==> config.mk <==
export PLATFORM = sky130hd
export DESIGN_NAME = lifo
export DESIGN_NICKNAME = d
export VERILOG_FILES = /design/src/rtl/lifo.sv
export SDC_FILE = /design/constraint.sdc
export NUM_CORES = 1
export LEC_CHECK = 0
export BUFFER_PORTS_ARGS = -buffer_cell sky130_fd_sc_hd__buf_2
export CORE_MARGIN = 3
export CORE_UTILIZATION = 55
export CTS_CLUSTER_SIZE = 14
export DETAILED_ROUTE_END_ITERATION = 6
export PLACE_DENSITY = 0.75
export SKIP_CTS_REPAIR_TIMING = 1
export SYNTH_ARGS = -nofsm -noshare
export SYNTH_HDL_FRONTEND = slang
export SYNTH_SLANG_ARGS = --single-unit
==> constraint.sdc <==
create_clock -name clk -period 2.6 [get_ports clk]
set_input_delay 0.78 -clock clk [delete_from_list [all_inputs] [get_ports clk]]
set_output_delay 0.78 -clock clk [all_outputs]
set_load 0.05 [all_outputs]
==> src/rtl/lifo.sv <==
// Synchronous LIFO stack with registered pop data and full/empty status.
// Define LIFO_ERRFLAG_EN to add sticky overflow/underflow error outputs.
module lifo #(
    parameter int DATA_WIDTH = 4,
    parameter int DEPTH      = 8
) (
    input  logic                  clk,
    input  logic                  reset,
    input  logic [DATA_WIDTH-1:0] data_in,
    input  logic                  write,
    input  logic                  read,
    output logic [DATA_WIDTH-1:0] data_out,
    output logic                  empty,
    output logic                  full
`ifdef LIFO_ERRFLAG_EN
    ,
    output logic                  overflow,
    output logic                  underflow
`endif
);

    localparam int CW = $clog2(DEPTH + 1);
    localparam int AW = (DEPTH > 1) ? $clog2(DEPTH) : 1;

    logic [DATA_WIDTH-1:0] mem [DEPTH];
    logic [CW-1:0]         count;
    logic [CW-1:0]         count_m1;
    logic [AW-1:0]         push_addr;
    logic [AW-1:0]         top_addr;
    logic                  do_push;
    logic                  do_pop;
    logic                  do_replace;

    // Request semantics: write and read are single-cycle requests sampled at
    // posedge; an accepted read presents the popped word on data_out after that
    // same edge. read+write on a non-empty stack replaces the top entry; on an
    // empty stack it degrades to a plain push. Requests that cannot be served
    // (write while full, read while empty) are dropped without side effects.
    assign count_m1   = count - CW'(1);
    assign push_addr  = count[AW-1:0];
    assign top_addr   = count_m1[AW-1:0];

    assign empty      = (count == '0);
    assign full       = (count == CW'(DEPTH));

    assign do_push    = write && (read ? empty : !full);
    assign do_pop     = read && !write && !empty;
    assign do_replace = read && write && !empty;

    always_ff @(posedge clk) begin
        if (reset) begin
            count    <= '0;
            data_out <= '0;
        end else begin
            if (do_push) begin
                count <= count + CW'(1);
            end
            if (do_pop) begin
                count <= count_m1;
            end
            if (do_pop || do_replace) begin
                data_out <= mem[top_addr];
            end
        end
    end

    // Storage carries no reset; its contents are meaningless while count is 0.
    always_ff @(posedge clk) begin
        if (!reset) begin
            if (do_push) begin
                mem[push_addr] <= data_in;
            end else if (do_replace) begin
                mem[top_addr] <= data_in;
            end
        end
    end

`ifdef LIFO_ERRFLAG_EN
    always_ff @(posedge clk) begin
        if (reset) begin
            overflow  <= 1'b0;
            underflow <= 1'b0;
        end else begin
            if (write && !read && full) begin
                overflow <= 1'b1;
            end
            if (read && !write && empty) begin
                underflow <= 1'b1;
            end
        end
    end
`endif

endmodule

Yosys cells after proc, flatten, opt, wreduce, memory -nomap -nowiden:

Memories as Yosys holds them, arrays and structs flattened. A register that Yosys moved wholly into a read port is not among the register bits.
Index checks and enable logic that the tools add are counted.
W data, S select, Z words.

* add/sub/neg operators: 2
* equality and inequality tests: 1
* muxes and demuxes: 13
* reductions and logical operators: 12

Operators with widths (count)
* $mux W4: 3
* $mux W1: 9
* $logic_and A1 B1 Y1: 5
* $add A4 B1 Y4 const B: 1
* $eq A4 B4 Y1 const B: 1
* $logic_not A4 Y1: 1
* $reduce_or A4 Y1: 1
* $sub A4 B1 Y4 const B: 1
* $logic_not A1 Y1: 3
* $mux W3: 1
* $reduce_bool A2 Y1: 1
* $logic_or A1 B1 Y1: 1

* register bits: 4
* memory bits (writable): 32
* bits of input ports: 8
* output and inout bits: 6
* logic and storage cells: 30
* memories: 1

Memories
* mem: depth 8, bits a word 4, rd ports 1, clocked after memory_dff 1, write ports 1, RTL line 25 `logic [DATA_WIDTH-1:0] mem [DEPTH];`

Depth between registers and ports, before layout:

* word-level depth: 9
* gate-level depth with buffers: 9
* depth with buffers taken out: 6

Least setup slack after synthesis:

OpenSTA, ideal clock, no wires.

* kind: register to register
* start: reg count[0]
* end: mem mem[6][0], enable pin
* library setup time: 361 ps
* data arrival time: 2144 ps
* data required time: 2239 ps
* slack: 95 ps
* stages on the path, launching flop included: 9
* buffers on the path: 2
* clock period less this slack: 2505 ps
* cells stage by stage: dfxtp_1 > buf_6 > inv_1 > ha_1 > buf_2 > and3b_1 > a211oi_1 > o21ai_1 > nor3_1

* word-level cells in the longest chain between the ends: 9
* elaborated cells on any way between the ends: 18
* classes of those cells: add/sub: 1; eq/ne: 1; mux: 10; reduce/logical: 6

Ends and longest elaborated chain
* from (decl): RTL line 26 `logic [CW-1:0] count;`
* from (signal assigned): RTL line 56 `count <= count + CW'(1);`
* from (signal assigned): RTL line 59 `count <= count_m1;`
* $eq A4 B4 Y1 *: RTL line 44 `assign full = (count == CW'(DEPTH));`
* named net full: RTL line 14 `output logic full`
* $logic_not A1 Y1 *: RTL line 46 `assign do_push = write && (read ? empty : !full);`
* $mux W1 *: RTL line 46
* $logic_and A1 B1 Y1 *: RTL line 46
* $mux W1: RTL line 70 `if (do_push) begin`
* $mux W1: RTL line 69 `if (!reset) begin`
* $mux W1 (not written as such): RTL line 73 `mem[top_addr] <= data_in;`
* $reduce_or A4 Y1 (no line)
* $mux W3 (no line) / $mux W1 (equally long branches)
* to (decl): RTL line 25

The timed path passes the listed nets; every way through them passes the cells marked *.

Worst setup path after layout:

* start: reg count[1]
* end: out empty

* word-level cells in the longest chain between the ends: 1

Ends and longest elaborated chain
* $logic_not A4 Y1: RTL line 43 `assign empty = (count == '0);`
* to (decl): RTL line 13 `output logic empty,`

No other way between the ends.

==> reports/metrics.cfg <==
[global_route]
global_route.usage.met3_pct = 5.20
busiest_layer = met2
grtUsageMet1_pct = 24.2
grt_antenna_before_repair = 0
grt_pass1_wl_mm = 5.72
grt_pass1_vias = 1159
grt_util_all_layers_pct = 18.9
grt_max_degree = 13
grtUsageMet2_pct = 30.8
overflow = 0

[synth]
yosys_warnings = 0
synth_top_area_share_pct = 50.7
ys_top_cells_by_area = edfxtp_1 (51%), dfxtp_1 (8.4%), mux4_1 (5.5%)
async_reset_ff_share_pct = 0
netlist.top_cell.by_area = edfxtp_1
synth_seq_cells = 40
avgSynthCellArea_um2 = 13.9
synth_edf_count = 32
ys.flop_type = edfxtp_1
seq_area_frac_synth_pct = 59.1
netlist_area_um2 = 1900
ys_types = 36
netlist_instances = 136
postSynthNetCount = 146

[route]
drc_errors = 0
drtIter0Drc = 114
vias = 1186
via_per_inst = 5.79
first_pass_iters = 4
ant_nets = 0
wire_per_inst_um = 17.0
routed_wl_mm = 3.48

[sta]
rsz0062_at_grt = false
holdWs_ns = 0.499
worst_slew_pin_slew_ns = 0.539
setup_viol = 0
drv_slew = 0
finalHoldViolations = 0
worst_slack_ns = 0.122
slew_headroom_pct = 63.8
fmax_ghz = 0.404
min_period_over_period_pct = 95.3
layout_min_cycle_time_ns = 2.48
skew_ns = 0.00795

[power_and_ir_drop]
p_leak_nw = 0.780
ir_drop_mv = 0.625
powerDensity_nw_per_um2 = 1180

[clocking]
cts.clk_slew.worst_paths_ns = 0.11
cts-htree-levels = 2
numCtsBuffers = 5
cts.sinks = 40
cts_buffer_depth = 2
worst_skew_pair.late_latency_ns = 0.34
cts_root_buffer = clkbuf_4
cts_tree = done

[worst_setup_path]
slowest_stage = dfxtp_1
path_class = reg -> out
arrival_ns = 1.70
cp_slowest_stage_delay_ns = 0.38
end_kind = output port
path_max_fanout = 9
r2r_setup_slack_ns = 0.35
crit_required_ns = 1.82
crit_chain = inv_1, ha_4, nor3b_4, clkbuf_4
start_kind = flop

[die]
ios = 14
die_x_um = 64.7
core_area_um2 = 3180
die_area_um2 = 4190
die_y_um = 64.7
rows = 20
initial_utilization_pct = 59.7

[cells_and_area]
layout_common_cells = edfxtp_1 (32), nor3_1 (15), buf_4 (13)
nFillCells = 232
final_common_cell = edfxtp_1
diodes = 0
drive_gt1_share_pct = 27.3
area_growth_pct = 13.9
nets = 170

[placement]
place_worst_setup_slack_ns = 0.0184
portBuffers = 13
hpwl_mm = 2.59
gp_congestion = 0.808

[run]
drv_cap = 0

[status]
outcome = finished clean

[hold_path]
hp-class = reg -> reg

==> registers in the layout, indices dropped and copies added, names as in the netlist <==
register,count
count,4
mem,32
data_out,4
==> critical path, delay by kind of cell (launching register included) <==
kind                     cells  cell delay [ns]
adder cells (fa/ha/maj)      1             0.23
AND/OR/NAND/NOR              1             0.27
flip-flops                   1             0.38
buffers and inverters        2             0.47
==> where the power goes <==
part,total (mW),switching [mW],internal [mW]
Clock,0.388,0.192,0.196
Sequential,0.886,0.0901,0.796
Combinational,1.28,0.727,0.557
Total,2.56,1.01,1.55
==> layout make-up <==
class	instances	area, um^2	share of cell area, %
multi-input combinational	82	724	33.5
clock buffer	5	37.5	1.74
clock inverter	3	37.5	1.74
sequential	40	1120	51.9
timing repair buffer	26	165	7.65
tap	44	55.1	2.55
inverter	5	18.8	0.869
==> routing by layer <==
| layer | vias up | routed length, um | share of wire [%] |
|---|---|---|---|
| met5 | - | 0 | 0 |
| met4 | 0 | 44 | 1.3 |
| met3 | 5 | 155 | 4.5 |
| met2 | 33 | 1730 | 50 |
| met1 | 573 | 1550 | 44 |
| li1 | 575 | - | - |
==> kinds of logic after synthesis <==
family,share of synthesized area (%)
simple gates,11.8
flops,59.1
compound gates,7.59
mux,14.7
buf+inv,3.69
xor+xnor,1.78
fa+ha+maj,1.32
==> Yosys cell counts, drive strengths merged, types with 3 or more instances <==
master	n
edfxtp	32
nor3	15
nand3b	3
mux2	5
mux4	7
inv	5
a211oi	4
o211ai	3
nor2	3
o21ai	3
nand3	3
dfxtp	8
mux2i	5
buf	7
a21oi	4
nor2b	4
nand2	4
==> path summary, 6_finish.rpt <==
kind                                   from     endpoint  cells after the start
worst min register to register  data_out[3]  data_out[3]                      2
worst min-delay path            data_out[3]  data_out[3]                      2
worst max register to register     count[1]    mem[0][2]                      6
worst max-delay path               count[1]        empty                      4
==> stage by stage <==
step / total power, mW / utilization, % / std cells / TNS, ns / area [um^2]
6_report: 2.56 / 68.0 / 205 / 0 / 2160
2_1_floorplan: 1.84 / - / 136 / 0 / 1900
4_1_cts: 2.51 / 67.3 / 205 / -0.118 / 2140
3_5_place_dp: 2.12 / 64.9 / 197 / 0 / 2060
5_1_grt: 2.71 / 68.0 / 205 / 0 / 2160
3_3_place_gp: 2.07 / 64.9 / 197 / 0 / 2060
(Power assumes the default switching activity.)
